$ cat config.mk
export PLATFORM = sky130hd
export DESIGN_NAME = fifo_write_ctrl_flat
export DESIGN_NICKNAME = d
export VERILOG_FILES = /design/src/rtl/fifo_pkg.sv /design/src/rtl/fifo_write_ctrl_if.sv /design/src/rtl/fifo_write_ctrl_sync.sv /design/src/rtl/fifo_write_ctrl.sv /design/src/flat_wrapper.sv
export SDC_FILE = /design/constraint.sdc
export NUM_CORES = 1
export LEC_CHECK = 0
export CAP_MARGIN = 20
export CORE_UTILIZATION = 44
export DETAILED_ROUTE_END_ITERATION = 8
export PLACE_DENSITY = 0.78
export SLEW_MARGIN = 20
export SYNTH_ARGS = -nofsm -noshare
export SYNTH_HDL_FRONTEND = slang
export SYNTH_SLANG_ARGS = --single-unit
$ cat constraint.sdc
create_clock -name wclk -period 2.81 [get_ports wclk]
set_input_delay 0.281 -clock wclk [delete_from_list [all_inputs] [get_ports wclk]]
set_output_delay 0.281 -clock wclk [all_outputs]
set_load 0.1 [all_outputs]
$ cat src/rtl/fifo_pkg.sv
// Shared FIFO helpers: Gray/binary pointer conversion and default sizes.
// Used by both the write-side and read-side pointer controllers.
package fifo_pkg;

    localparam int FIFO_DATA_WIDTH = 8;
    localparam int FIFO_ADDR_WIDTH = 4;

    // Wide carrier so one pair of functions serves any pointer width;
    // callers zero-extend in and keep the low bits out.
    localparam int PTR_W = 32;

    typedef logic [PTR_W-1:0] ptr_t;

    function automatic ptr_t bin2gray(input ptr_t b);
        return b ^ (b >> 1);
    endfunction

    function automatic ptr_t gray2bin(input ptr_t g);
        ptr_t b;
        b[PTR_W-1] = g[PTR_W-1];
        for (int i = PTR_W - 2; i >= 0; i--) begin
            b[i] = b[i+1] ^ g[i];
        end
        return b;
    endfunction

endpackage

$ cat src/rtl/fifo_write_ctrl_if.sv
// Write-side FIFO bundle: producer handshake, memory port, pointer exchange.
// master = producer / environment side, slave = write controller.
interface fifo_write_ctrl_if #(
    parameter int DATA_WIDTH = 8,
    parameter int ADDR_WIDTH = 4
);
    logic                  valid;
    logic [DATA_WIDTH-1:0] data_in;
    logic                  full;
    logic                  almost_full;
    logic [ADDR_WIDTH:0]   wlevel;
    logic                  overflow;
    logic                  wen;
    logic [ADDR_WIDTH-1:0] waddr;
    logic [DATA_WIDTH-1:0] wdata;
    logic [ADDR_WIDTH:0]   rptr_gray;
    logic [ADDR_WIDTH:0]   wptr_gray;

    modport master (
        output valid,
        output data_in,
        output rptr_gray,
        input  full,
        input  almost_full,
        input  wlevel,
        input  overflow,
        input  wen,
        input  waddr,
        input  wdata,
        input  wptr_gray
    );

    modport slave (
        input  valid,
        input  data_in,
        input  rptr_gray,
        output full,
        output almost_full,
        output wlevel,
        output overflow,
        output wen,
        output waddr,
        output wdata,
        output wptr_gray
    );

endinterface

$ cat src/rtl/fifo_write_ctrl_sync.sv
// Two-flop synchronizer bringing the Gray read pointer into wclk.
// Nothing but the two flop stages sits on this crossing.
module sync_2ff #(
    parameter int WIDTH = 5
) (
    input  logic             wclk,
    input  logic             wreset,
    input  logic [WIDTH-1:0] d,
    output logic [WIDTH-1:0] q
);

    logic [WIDTH-1:0] meta;

    // Two back-to-back capture stages, cleared by the async reset
    always_ff @(posedge wclk or posedge wreset) begin
        if (wreset) begin
            meta <= '0;
            q    <= '0;
        end else begin
            meta <= d;
            q    <= meta;
        end
    end

endmodule

$ cat src/rtl/fifo_write_ctrl.sv
// Write-side controller of an async FIFO: pointer, full/level flags,
// overflow tracking and read-pointer synchronizer. Storage is external.
module fifo_write_ctrl
    import fifo_pkg::*;
#(
    parameter int DATA_WIDTH = FIFO_DATA_WIDTH,
    parameter int ADDR_WIDTH = FIFO_ADDR_WIDTH,
    parameter int AF_MARGIN  = 2
) (
    input  logic          wclk,
    input  logic          wreset,
    fifo_write_ctrl_if.slave bus
);

    localparam int PW    = ADDR_WIDTH + 1;
    localparam int DEPTH = 1 << ADDR_WIDTH;
    localparam logic [PW-1:0] AF_LVL = PW'(DEPTH - AF_MARGIN);

    logic [PW-1:0] wptr_bin;
    logic [PW-1:0] wptr_bin_next;
    logic [PW-1:0] wptr_gray_q;
    logic [PW-1:0] rq2;
    logic [PW-1:0] wlevel_q;
    logic [PW-1:0] wlevel_next;
    logic          full_q;
    logic          full_next;
    logic          overflow_q;
    logic          accepted;

    ptr_t gray_next_w;
    ptr_t full_tgt_w;
    ptr_t rbin_w;
    ptr_t lvl_w;
    logic unused_hi;

    sync_2ff #(
        .WIDTH (PW)
    ) u_sync (
        .wclk   (wclk),
        .wreset (wreset),
        .d      (bus.rptr_gray),
        .q      (rq2)
    );

    // Accept a word when offered and there is room; reset kills it
    always_comb begin
        accepted      = bus.valid && !full_q && !wreset;
        wptr_bin_next = wptr_bin + PW'(accepted);
    end

    // Next-state flags: full compares next Gray pointer with the
    // synchronized read pointer (top two bits inverted); level is
    // the binary distance, using the stale read pointer so it only
    // ever over-estimates occupancy.
    always_comb begin
        gray_next_w = bin2gray(ptr_t'(wptr_bin_next));
        full_tgt_w  = ptr_t'({~rq2[PW-1:PW-2], rq2[PW-3:0]});
        full_next   = (gray_next_w == full_tgt_w);
        rbin_w      = gray2bin(ptr_t'(rq2));
        lvl_w       = ptr_t'(wptr_bin_next) - rbin_w;
        wlevel_next = lvl_w[PW-1:0];
        unused_hi   = ^lvl_w[PTR_W-1:PW];
    end

    // Pointer, flag and level registers
    always_ff @(posedge wclk or posedge wreset) begin
        if (wreset) begin
            wptr_bin    <= '0;
            wptr_gray_q <= '0;
            full_q      <= 1'b0;
            wlevel_q    <= '0;
            overflow_q  <= 1'b0;
        end else begin
            wptr_bin    <= wptr_bin_next;
            wptr_gray_q <= gray_next_w[PW-1:0];
            full_q      <= full_next;
            wlevel_q    <= wlevel_next;
            if (bus.valid && full_q) begin
                overflow_q <= 1'b1;
            end
        end
    end

    // Zero-latency memory port and registered status outputs
    always_comb begin
        bus.wen         = accepted;
        bus.waddr       = wptr_bin[ADDR_WIDTH-1:0];
        bus.wdata       = bus.data_in;
        bus.wptr_gray   = wptr_gray_q;
        bus.full        = full_q;
        bus.wlevel      = wlevel_q;
        bus.almost_full = (wlevel_q >= AF_LVL);
        bus.overflow    = overflow_q;
    end

endmodule

$ cat src/flat_wrapper.sv
// flat-port wrapper written by rule: the top's interface ports become plain ports
module fifo_write_ctrl_flat import fifo_pkg::*;
#(
    parameter int DATA_WIDTH = FIFO_DATA_WIDTH,
    parameter int ADDR_WIDTH = FIFO_ADDR_WIDTH,
    parameter int AF_MARGIN  = 2
)
  (wclk, wreset, bus_valid, bus_data_in, bus_rptr_gray, bus_full, bus_almost_full, bus_wlevel, bus_overflow, bus_wen, bus_waddr, bus_wdata, bus_wptr_gray);
  fifo_write_ctrl_if #(.DATA_WIDTH(DATA_WIDTH), .ADDR_WIDTH(ADDR_WIDTH)) bus_i ();
  input  logic wclk;
  input  logic wreset;
  input wire logic [$bits(bus_i.valid)-1:0] bus_valid;
  input wire logic [$bits(bus_i.data_in)-1:0] bus_data_in;
  input wire logic [$bits(bus_i.rptr_gray)-1:0] bus_rptr_gray;
  output wire logic [$bits(bus_i.full)-1:0] bus_full;
  output wire logic [$bits(bus_i.almost_full)-1:0] bus_almost_full;
  output wire logic [$bits(bus_i.wlevel)-1:0] bus_wlevel;
  output wire logic [$bits(bus_i.overflow)-1:0] bus_overflow;
  output wire logic [$bits(bus_i.wen)-1:0] bus_wen;
  output wire logic [$bits(bus_i.waddr)-1:0] bus_waddr;
  output wire logic [$bits(bus_i.wdata)-1:0] bus_wdata;
  output wire logic [$bits(bus_i.wptr_gray)-1:0] bus_wptr_gray;
  assign bus_i.valid = bus_valid;
  assign bus_i.data_in = bus_data_in;
  assign bus_i.rptr_gray = bus_rptr_gray;
  assign bus_full = bus_i.full;
  assign bus_almost_full = bus_i.almost_full;
  assign bus_wlevel = bus_i.wlevel;
  assign bus_overflow = bus_i.overflow;
  assign bus_wen = bus_i.wen;
  assign bus_waddr = bus_i.waddr;
  assign bus_wdata = bus_i.wdata;
  assign bus_wptr_gray = bus_i.wptr_gray;
  fifo_write_ctrl #(.DATA_WIDTH(DATA_WIDTH), .ADDR_WIDTH(ADDR_WIDTH), .AF_MARGIN(AF_MARGIN)) u_core (.wclk(wclk), .wreset(wreset), .bus(bus_i));
endmodule
==> qor.log <==
[outcome] run status complete, no violations
[grt] wire length of the first global-routing pass 3201 um
[cells_and_area] count of antenna diodes in the layout 0
[route] drt drc 0
[cells_and_area] most frequent standard cell in the layout excluding fill and tap cells sky130_fd_sc_hd__dfrtp_1
[cts] Clock Latency Late Sink 320 ps
[timing] largest clock skew in the final design 3.521 ps
[die] total die area 0.002928 mm2
[route] Post-DRT Antenna Nets 0
[synthesis] share of the synthesized area in the top cell type 54.45%
[timing] Setup TNS Final 0 ps
[cts] CTS tree done
[route] final wirelength 1931 um
[placed_design] Final Wtd Congestion 0.8398
[timing] final setup violation count 0
[worst_hold_path] path class of the lowest-slack min-delay path input port to async pin
[grt] most utilized layer in the global route result met2
[grt] largest net degree at the start of global routing 16
[timing] normalized max-slew margin 70.50%
[cts] H-Tree Depth 1
[grt] total global-route track usage 16.12%
[worst_setup_path] kind of end point of the critical path flop
[cells_and_area] fraction of layout cells with a size suffix above 1 35.51%
[route] total via count in the routed design 663
[route] 1st-iter DRT viols 4
[route] iteration count of the initial detailed-routing pass 4
[timing] pin slew with the least headroom to its limit 442.0 ps
[die] I/O pins 42
[worst_setup_path] startpoint-to-endpoint class of the critical path flop to flop
[worst_setup_path] Reg2Reg Launch Point u_core.u_sync.q[4]
[worst_setup_path] worst path required time 3060 ps
[die] y dimension of the die 54.11 um
[run] max-cap violations 0
[die] number of placement rows 18
[placed_design] quantity of I/O buffers inserted on ports 25
[cts] Post-CTS Repair Setup Buffers 0
[route] drt via density 4.839
[timing] maximum operating frequency 384.5 MHz
[cts] number of clock buffers inserted by TritonCTS 3
[cts] number of clock sinks seen by CTS 26
[timing] Hold Vio Cnt, Final 0
[die] area inside the core boundary 0.002522 mm2
[cells_and_area] leading cell types in the layout, fill and taps excluded sky130_fd_sc_hd__dfrtp_1, sky130_fd_sc_hd__buf_4, sky130_fd_sc_hd__xnor2_1
[synthesis] proportion of synthesized chip area in sequential cells 54.45%
[timing] final critical-path share of the clock period 92.55%
[synthesis] register bit count reported by yosys 26
[grt] met2 Use GR 28.40%
[route] WL/cell 14.09 um
[synthesis] Synthesized Nets 107
[synthesis] top area cells in the synthesized netlist sky130_fd_sc_hd__dfrtp_1, sky130_fd_sc_hd__xnor2_1, sky130_fd_sc_hd__xor2_1
[grt] via count of the first global-routing pass 674
[synthesis] Post-synth EDFFs 0
[worst_setup_path] Worst Setup Start Kind flop
[cells_and_area] layout net count 130
[timing] Slew Limit Fails 0
[worst_setup_path] worst reg2reg endpoint u_core.bus.wlevel[4]
[cells_and_area] filler cell count 206
[die] starting density of the core 47.37%
[synthesis] cell type contributing the most total cell area after synthesis sky130_fd_sc_hd__dfrtp_1
[cts] clock tree root buffer cell sky130_fd_sc_hd__clkbuf_4
[timing] setup repair after global routing missed its margin no
[placed_design] Post-Place Cells 133
[timing] Tmin final 2601 ps
[cts] cts hold-fix bufs 0
[cells_and_area] growth of design area from synthesis to finish 27.02%
[worst_setup_path] Crit Path Max Fanout 3
[cts] maximum number of buffers from clock root to sink 2
[worst_setup_path] data arrival time of the worst path 2850 ps
[grt] overflow left after global routing 0
[cells_and_area] Post-Layout Cell Count 137
[placed_design] placed wire-length estimate 1578 um
[worst_setup_path] FF-to-FF setup slack 210 ps
[synthesis] Post-Synthesis Cells 85
[grt] met3 track utilization from global routing 5.932%
[cts] Clock Pin Slew Worst Setup and Hold Paths 130 ps
[worst_setup_path] depth of the worst register-to-register path 9
[synthesis] async set or reset register ratio after synthesis 100.0%
[die] die span in x 54.11 um
[grt] initial antenna violation count 0
[grt] met1 track demand over resource 18.44%
[timing] Hold Worst Slack 351.7 ps
[synthesis] synthesized area divided by synthesized cell count 14.06 um2
[worst_setup_path] timing startpoint of the critical path u_core.u_sync.q[4]
[synthesis] cell area after synthesis 0.001195 mm2
[synthesis] count of synthesis-stage warnings from yosys 0
[synthesis] number of distinct library cells after synthesis 26
[synthesis] most used flip-flop cell after synthesis sky130_fd_sc_hd__dfrtp_1
Yosys cell counts (all sizes together) (2+ instances only):
| cell type | n |
|---|---|
| maj3 | 2 |
| buf | 8 |
| a21o | 2 |
| dfrtp | 26 |
| xor2 | 10 |
| nand3 | 2 |
| ha | 5 |
| inv | 4 |
| xnor2 | 9 |
| nand2 | 2 |
| xnor3 | 2 |
stage by stage:
step | setup slack [ps] | utilization, % | area, um2
6_report | 209.3 | 60.17 | 1518
3_5_place_dp | 135.5 | 57.79 | 1458
3_3_place_gp | 244.9 | 57.79 | 1458
5_1_grt | 27.95 | 60.17 | 1518
4_1_cts | 91.89 | 59.87 | 1510
2_1_floorplan | -305.5 | - | 1267
per-layer routing:
| metal | up-vias | routed length, um |
|---|---|---|
| li1 | 314 | - |
| met3 | 4 | 122 |
| met1 | 324 | 809 |
| met5 | - | 0 |
| met4 | 0 | 10 |
| met2 | 21 | 988 |
logic make-up after synthesis:
kind of cell | after synthesis | share of synthesized area [%]
flip-flops | 26 | 54.45
XOR/XNOR | 22 | 20.31
buffers and inverters | 12 | 6.283
AND/OR/NAND/NOR | 9 | 4.713
adder cells (fa/ha/maj) | 8 | 8.691
AO/OA/AOI/OAI | 7 | 4.713
multiplexers | 1 | 0.8377
worst max-delay path: stages, from the launching register on:
cell                      delay, ps
sky130_fd_sc_hd__dfrtp_1        440
sky130_fd_sc_hd__xnor3_1        490
sky130_fd_sc_hd__xor2_2         260
sky130_fd_sc_hd__xnor2_1        200
sky130_fd_sc_hd__ha_4           160
sky130_fd_sc_hd__inv_2           40
sky130_fd_sc_hd__fa_2           350
sky130_fd_sc_hd__maj3_2         320
sky130_fd_sc_hd__a21oi_2        150
sky130_fd_sc_hd__xnor2_1        120
flip-flops by register name (all words and copies together), names as in the netlist:
register	cells
u_core.bus.full	1
u_core.u_sync.q	5
u_core.bus.wlevel	5
u_core.bus.overflow	1
u_core.wptr_bin	5
u_core.u_sync.meta	5
u_core.bus.wptr_gray	4
repair_timing:
action,CTS,global route
setup endpoints to repair,0,1
resized for setup,0,1
endpoints found under the hold margin,0,0
final cells by class:
class                           count  area (um2)  share of cell area (%)
Multi-Input combinational cell     47       545.5                   35.94
Clock buffer                        3       22.52                   1.484
Timing Repair Buffer               26       212.7                   14.01
Clock inverter                      1       30.03                   1.979
Inverter                            4       15.01                  0.9893
Sequential cell                    26       654.4                   43.12
Tap cell                           30       37.54                   2.473
how the worst max path moves through the flow:
| stage | end | slack, ps | cells after the start |
|---|---|---|---|
| after global routing | u_core.bus.wlevel[4] | 30 | 9 |
| after global placement | u_core.bus.wlevel[4] | 240 | 9 |
| after CTS | u_core.bus.wlevel[4] | 90 | 9 |
| after floorplan | u_core.bus.wlevel[3] | -310 | 7 |
| final | u_core.bus.wlevel[4] | 210 | 9 |
| after detailed placement | u_core.bus.wlevel[4] | 140 | 9 |
Power is left out: the tool's default activity adds up to more than one toggle a clock period on the data nets, which glitch-free logic cannot reach.
